--- src/rtl/stage_latency_stats.sv ---
// stage_latency_stats: per-stage latency statistics collector.
// Captures one elapsed-cycle sample per completed stage transaction and keeps
// count, min, max, saturating sum, dropped-while-frozen count and (optionally)
// a bucketed latency histogram with a one-bin-per-request read port.
// Optional feature macro: STAGE_STATS_HIST_EN (histogram bins, bin index
// logic and read port). When undefined, rd_valid still answers rd_req one
// cycle later with rd_data = 0.
module stage_latency_stats #(
  parameter int WIDTH     = 32,
  parameter int SUM_WIDTH = 48,
  parameter int CNT_WIDTH = 32,
  parameter int NUM_BINS  = 16,
  parameter int BIN_SHIFT = 2
) (
  input  logic                        clk,
  input  logic                        rst,
  input  logic                        sample_valid,
  input  logic [WIDTH-1:0]            sample_cycles,
  input  logic                        clear,
  input  logic                        freeze,
  input  logic                        rd_req,
  input  logic [$clog2(NUM_BINS)-1:0] rd_bin,
  output logic                        rd_valid,
  output logic [CNT_WIDTH-1:0]        rd_data,
  output logic [CNT_WIDTH-1:0]        stat_count,
  output logic [WIDTH-1:0]            stat_min,
  output logic [WIDTH-1:0]            stat_max,
  output logic [SUM_WIDTH-1:0]        stat_sum,
  output logic [CNT_WIDTH-1:0]        stat_dropped,
  output logic                        sum_sat,
  output logic                        busy
);

  localparam int IDX_W = $clog2(NUM_BINS);

  // Saturating +1 for counters and histogram bins.
  function automatic logic [CNT_WIDTH-1:0] sat_inc(input logic [CNT_WIDTH-1:0] v);
    return (&v) ? v : v + CNT_WIDTH'(1);
  endfunction

  // Saturating accumulate; MSB of the result flags an overflow.
  function automatic logic [SUM_WIDTH:0] sat_add(input logic [SUM_WIDTH-1:0] acc,
                                                 input logic [WIDTH-1:0]     s);
    logic [SUM_WIDTH:0] t;
    t = {1'b0, acc} + (SUM_WIDTH+1)'(s);
    if (t[SUM_WIDTH]) begin
      return {1'b1, {SUM_WIDTH{1'b1}}};
    end
    return t;
  endfunction

  // S1 pipeline registers: accepted / dropped markers and the sample value.
  logic             acc_p1;
  logic             drp_p1;
  logic [WIDTH-1:0] smp_p1;
  logic [SUM_WIDTH:0] sum_nxt;

  // S1 control: freeze is sampled only here; clear discards the entering sample.
  always_ff @(posedge clk) begin
    if (rst || clear) begin
      acc_p1 <= 1'b0;
      drp_p1 <= 1'b0;
    end else begin
      acc_p1 <= sample_valid & ~freeze;
      drp_p1 <= sample_valid & freeze;
    end
  end

  // S1 data: capture the sample value (qualified by acc_p1).
  always_ff @(posedge clk) begin
    smp_p1 <= sample_cycles;
  end

  assign busy = acc_p1 | drp_p1;

  // S2 sum candidate with overflow flag.
  always_comb begin
    sum_nxt = sat_add(stat_sum, smp_p1);
  end

  // S2: update scalar statistics; clear wins over any update.
  always_ff @(posedge clk) begin
    if (rst || clear) begin
      stat_count   <= '0;
      stat_min     <= '1;
      stat_max     <= '0;
      stat_sum     <= '0;
      stat_dropped <= '0;
      sum_sat      <= 1'b0;
    end else begin
      if (acc_p1) begin
        stat_count <= sat_inc(stat_count);
        if (smp_p1 < stat_min) stat_min <= smp_p1;
        if (smp_p1 > stat_max) stat_max <= smp_p1;
        stat_sum <= sum_nxt[SUM_WIDTH-1:0];
        if (sum_nxt[SUM_WIDTH]) sum_sat <= 1'b1;
      end
      if (drp_p1) begin
        stat_dropped <= sat_inc(stat_dropped);
      end
    end
  end

`ifdef STAGE_STATS_HIST_EN
  localparam logic [WIDTH-1:0] IDX_MAX = WIDTH'(NUM_BINS - 1);
  localparam logic [IDX_W:0]   BIN_LIM = (IDX_W+1)'(NUM_BINS);

  logic [WIDTH-1:0]     shifted;
  logic [IDX_W-1:0]     idx_p1;
  logic [CNT_WIDTH-1:0] bins [NUM_BINS];
  logic                 rd_in_range;

  // S1 bin index: shift down, clamp into the last bin.
  always_comb begin
    shifted = sample_cycles >> BIN_SHIFT;
  end

  assign rd_in_range = ({1'b0, rd_bin} < BIN_LIM);

  // S1 data: register the clamped bin index.
  always_ff @(posedge clk) begin
    idx_p1 <= (shifted > IDX_MAX) ? IDX_W'(NUM_BINS - 1) : shifted[IDX_W-1:0];
  end

  // S2: histogram bin increment; flop array so same-bin back-to-back is safe.
  always_ff @(posedge clk) begin
    if (rst || clear) begin
      for (int i = 0; i < NUM_BINS; i++) bins[i] <= '0;
    end else if (acc_p1) begin
      bins[idx_p1] <= sat_inc(bins[idx_p1]);
    end
  end

  // Read port: registered, returns the bin value before this cycle's update.
  always_ff @(posedge clk) begin
    if (rst) begin
      rd_valid <= 1'b0;
      rd_data  <= '0;
    end else begin
      rd_valid <= rd_req;
      if (rd_req) begin
        rd_data <= (clear || !rd_in_range) ? '0 : bins[rd_bin];
      end
    end
  end
`else
  logic unused_hist;
  assign unused_hist = ^{rd_bin, BIN_SHIFT[0]};

  // Read port without storage: acknowledge every request with zero data.
  always_ff @(posedge clk) begin
    if (rst) begin
      rd_valid <= 1'b0;
      rd_data  <= '0;
    end else begin
      rd_valid <= rd_req;
      rd_data  <= '0;
    end
  end
`endif

endmodule

--- config.mk ---
export PLATFORM = sky130hd
export DESIGN_NAME = stage_latency_stats
export DESIGN_NICKNAME = d
export VERILOG_FILES = /design/src/rtl/stage_latency_stats.sv
export SDC_FILE = /design/constraint.sdc
export NUM_CORES = 1
export LEC_CHECK = 0
export BUFFER_PORTS_ARGS = -buffer_cell sky130_fd_sc_hd__buf_4
export CORE_ASPECT_RATIO = 0.5
export CORE_MARGIN = 1.5
export CORE_UTILIZATION = 35
export DETAILED_ROUTE_END_ITERATION = 8
export PLACE_DENSITY = 0.58
export SETUP_SLACK_MARGIN = 0.02
export SLEW_MARGIN = 20
export SYNTH_ARGS = -nofsm -noshare
export SYNTH_HDL_FRONTEND = slang
export SYNTH_SLANG_ARGS = --single-unit
--- constraint.sdc ---
create_clock -name clk -period 5.8 [get_ports clk]
set_clock_uncertainty 0.05 [all_clocks]
set_input_delay 1.16 -clock clk [delete_from_list [all_inputs] [get_ports clk]]
set_output_delay 1.16 -clock clk [all_outputs]
set_load 0.005 [all_outputs]
Word-level counts from Yosys, hierarchy flattened
Index checks and enable logic that the tools add are counted.
Cells by class
  bitwise operators: 6
  $lt $le $gt $ge: 2
  add/subtract/negate cells: 3
  reduce and logical (&&, ||, !) cells: 8
  muxes and demuxes: 3
Operator list (count)
  $mux W49: 2
  $add A32 B1 Y32 const B: 2
  $reduce_and A32 Y1: 2
  $add A48 B32 Y49: 1
  $gt A32 B32 Y1: 1
  $lt A32 B32 Y1: 1
  $reduce_and A2 Y1: 5
  $not A1 Y1: 3
  $and A1 B1 Y1: 2
  $logic_or A1 B1 Y1: 1
  $mux W1: 1
  $or A1 B1 Y1: 1
Storage, ports and cells
  register bits: 212
  output and inout bits: 211
  word-level logic and storage cells: 32

Logic depth before layout (Yosys ltp)
  word-level depth: 4
  mapped depth: 12
  mapped depth without buffers: 10

Worst setup path after synthesis
Ideal clock, no wire load.
  path kind: register -> register
  start point: reg stat_sum[0]
  end point: reg stat_sum[22]
  period minus slack after synthesis: 2.633 ns
  stages on the path, launching flop included: 13
  buffers on the path: 2
  slack: 3.167 ns
  data arrival time: 2.464 ns
  path through: dfxtp_1 > ha_1 > fa_1 > a211oi_1 > o21ai_0 > and2_1 > and4_4 > o2111ai_2 > a21oi_2 > a21oi_2 > buf_4 > buf_6 > a21oi_1
On the way
  cells in the longest elaborated chain, start to end: 3
RTL lines
  from (decl): RTL line 28  | output logic [SUM_WIDTH-1:0] stat_sum,
  from (signal assigned): RTL line 95  | stat_sum <= sum_nxt[SUM_WIDTH-1:0];
  $add A48 B32 Y49 *: RTL line 45  | t = {1'b0, acc} + (SUM_WIDTH+1)'(s);
  $mux W1: RTL line 46  | if (t[SUM_WIDTH]) begin
  $mux W49 *: RTL line 49  | return t;
Every way passes the cells marked *; elsewhere a longest branch is shown, timed or not.
A chain may end at the register's enable or synchronous reset.

Worst setup path after layout
  start point: reg smp_p1[30]
  end point: reg stat_min[15]
On the way
  cells in the longest elaborated chain, start to end: 2
RTL lines
  from (decl): RTL line 55  | logic [WIDTH-1:0] smp_p1;
  from (signal assigned): RTL line 71  | smp_p1 <= sample_cycles;
  $lt A32 B32 Y1: RTL line 93  | if (smp_p1 < stat_min) stat_min <= smp_p1;
  $reduce_and A2 Y1 (no source line)
  to (signal assigned): RTL line 93
  to (decl): RTL line 26  | output logic [WIDTH-1:0] stat_min,
Every way passes these cells.

==> load_flow_metrics.sql <==
INSERT INTO impl_metrics (metric_group, metric, value, unit) VALUES
('run_status', 'outcome', 'finished clean', ''),
('clock_tree', 'tritoncts', 'done', ''),
('floorplan', 'die_footprint', '0.0337', 'sq mm'),
('clock_tree', 'clk_buf_depth', '3', ''),
('timing', 'least_margin_pin_slew', '0.862', 'ns'),
('detailed_routing', 'ant_nets', '0', ''),
('timing', 'max_freq', '0.282', 'GHz'),
('synthesis', 'ys_seq_elements', '212', ''),
('pwr', 'p_leak', '6.02', 'nW'),
('clock_tree', 'clock_pin_slew_worst_setup_and_hold_paths', '0.07', 'ns'),
('floorplan', 'ioPinCount', '253', ''),
('pwr', 'totalPowerFinal', '3.31', 'mW'),
('worst_setup_path', 'path_max_fanout', '33', ''),
('pwr', 'total_internal_power', '2.53', 'mW'),
('grt', 'number_of_global_route_vias_before_repair', '9409', ''),
('clock_tree', 'htreeDepth', '1', ''),
('synthesis', 'asyncSetResetFlopFracSynth', '0', '%'),
('pwr', 'power_switching_share', '23.4', '%'),
('synthesis', 'ys_seq_area_share', '37.3', '%'),
('synthesis', 'post_synth.cell_area_avg', '8.70', 'sq um'),
('final_layout', 'number_of_fillers_in_the_final_layout', '3096', ''),
('worst_setup_path', 'start_kind', 'flip-flop', ''),
('timing', 'totalNegativeSetupSlack', '0', 'ns'),
('detailed_routing', 'routed-via-count', '9960', ''),
('detailed_routing', 'first_iter_violations', '504', ''),
('worst_setup_path', 'worst_ep_required_time', '6.19', 'ns'),
('final_layout', 'final_cell_count_no_fill', '1948', ''),
('synthesis', 'synth_warnings', '0', ''),
('placement', 'io_buffer_count', '216', ''),
('synthesis', 'synthesis.instances', '1308', ''),
('final_layout', 'layout.cells.most_common', 'sky130_fd_sc_hd__buf_4', ''),
('placement', 'placed_cells', '1908', ''),
('clock_tree', 'cts.repair_timing.setup_buffer_count', '0', ''),
('final_layout', 'antennaDiodeCount', '0', ''),
('pwr', 'power_density_of_the_placed_cells', '235', 'mW/mm^2'),
('final_layout', 'register_area', '0.00424', 'sq mm'),
('detailed_routing', 'post_drt_wl_per_cell', '16.2', 'microns'),
('floorplan', 'die-height', '131', 'microns'),
('synthesis', 'synth-main-ff-cell', 'sky130_fd_sc_hd__dfxtp_1', ''),
('final_layout', 'drive_above_1_share', '19.8', '%'),
('clock_tree', 'cts.hold.buffers_added', '0', ''),
('flow_run', 'max_cap_viol_count', '0', ''),
('floorplan', 'initial_core_util', '35.8', '%'),
('timing', 'rsz0062_at_grt', 'no', ''),
('floorplan', 'placeableCoreArea', '0.0318', 'sq mm'),
('floorplan', 'die_x', '258', 'microns'),
('final_layout', 'stdcell_area', '0.0141', 'sq mm'),
('final_layout', 'multi_input_gate_area', '0.00648', 'sq mm'),
('pwr', 'seq_power_share', '45.4', '%'),
('pwr', 'comb_power_share', '6.7', '%'),
('pwr', 'max-vdd-ir-drop', '184', 'uV'),
('detailed_routing', 'wl', '31.6', 'mm'),
('timing', 'finalMaxSlewViolations', '0', ''),
('clock_tree', 'count_of_clock_tree_sinks', '212', ''),
('detailed_routing', 'number_of_remaining_drc_errors', '0', ''),
('synthesis', 'synth_enable_flop_cells', '0', ''),
('final_layout', 'syn2layout_area_growth', '23.5', '%'),
('timing', 'final-setup-viol-count', '0', ''),
('timing', 'final_min_period_over_clock_period', '61.1', '%'),
('worst_setup_path', 'timing.critical_path.to_type', 'flip-flop', ''),
('worst_setup_path', 'crit_type', 'flip-flop to flip-flop', ''),
('grt', 'grt_use_total', '18.0', '%'),
('clock_tree', 'cts_made_buffers', '22', ''),
('timing', 'hold_violations', '0', ''),
('detailed_routing', 'route.detailed.vias_per_inst', '5.11', ''),
('detailed_routing', 'drt_pass1_iterations', '5', ''),
('clock_tree', 'skew_pair_late_insertion_delay', '0.52', 'ns'),
('worst_hold_path', 'worst_hold_path_type', 'flip-flop to flip-flop', ''),
('grt', 'grt_start_max_net_pins', '75', ''),
('timing', 'period_needed', '3.54', 'ns'),
('placement', 'placedInstanceArea', '0.0133', 'sq mm');
## cell families after synthesis
family	share of synthesized area (%)
xor gates and xnor gates	6.47
muxes	3.08
buffers and inverters	7.06
AOI/OAI and AO/OA	17.3
other	0.0330
DFF	37.3
and+or+nand+nor	17.9
adders and majority gates	10.8
## power groups by stage
stage | Sequential [mW] | Clock (mW) | Combinational [mW]
6_report | 1.50 | 1.58 | 0.222
5_1_grt | 1.50 | 1.69 | 0.250
2_1_floorplan | 1.53 | 0 | 0.166
4_1_cts | 1.50 | 1.63 | 0.222
3_3_place_gp | 1.53 | 0 | 0.216
3_5_place_dp | 1.53 | 0 | 0.221
## cell usage after synthesis (all sizes together), types with 2 or more instances
library cell,count,area [sq um]
o211ai,4,35.0
nand3,38,205
a21o,37,278
dfxtp,212,4240
and2,5,31.3
and3,17,106
or2,4,25.0
clkbuf,36,136
a41oi,3,26.3
nor4,7,62.6
a2bb2oi,2,17.5
o21ai,71,355
o211a,2,20.0
and4,8,77.6
or3,11,68.8
nand2b,5,31.3
o21a,3,22.5
o221a,3,33.8
a311oi,10,100
nor2,95,357
inv,82,308
nor4b,3,47.5
buf,51,359
a211oi,12,110
a31oi,42,278
ha,97,1210
nand4,40,263
mux2i,35,350
nand2,108,405
xor2,40,350
o21bai,7,52.6
nor2b,6,37.5
nor3,53,277
a2111oi,4,41.3
xnor2,44,385
a21oi,93,492
## path summary, 6_finish.rpt
path                            startpoint      endpoint  slack, ns  depth (start not counted)
worst max register to register  smp_p1[30]  stat_min[15]       2.26                          8
worst max-delay path            smp_p1[30]  stat_min[15]       2.26                          8
worst min-delay path               sum_sat       sum_sat       0.41                          2
worst min register to register     sum_sat       sum_sat       0.41                          2
## sequential cells by signal, indices dropped and copies added, names as in the netlist
signal and count:
stat_dropped 32, rd_valid 1, stat_count 32, stat_max 32, acc_p1 1, stat_min 32
smp_p1 32, stat_sum 48, sum_sat 1, drp_p1 1
## cell type report
class	instances	share of cell area, %
multi-input combinational	958	46.1
inverter	82	2.19
clock inverter	8	1.01
sequential	212	30.2
tap	432	3.85
clock buffer	32	4.69
timing repair buffer	224	12.0
## per-stage QoR
step           setup WS (ns)  util [%]  hold slack (ns)
2_1_floorplan           3.17         -            0.392
3_3_place_gp            2.26      41.6            0.396
3_5_place_dp            2.25      41.6            0.406
4_1_cts                 2.23      44.2            0.423
5_1_grt                 1.96      44.2            0.448
6_report                2.26      44.2            0.415
## worst max-delay path: stages, from the launching register on
cell,delay [ns]
sky130_fd_sc_hd__dfxtp_1,0.38
sky130_fd_sc_hd__ha_1,0.33
sky130_fd_sc_hd__nand4_1,0.18
sky130_fd_sc_hd__nor4_1,0.50
sky130_fd_sc_hd__or4b_1,0.58
sky130_fd_sc_hd__o221ai_4,0.73
sky130_fd_sc_hd__buf_4,0.46
sky130_fd_sc_hd__nor3_1,0.08
sky130_fd_sc_hd__a31oi_1,0.18
## per-layer routing
layer	global-route usage [%]	wire length [microns]	up-vias
met5	0	0	-
met4	5.64	886	0
met3	2.99	1210	47
met2	31.3	15400	201
met1	23.1	14100	4737
li1	-	-	4975
No activity file was read; power rests on OpenSTA's default activity.
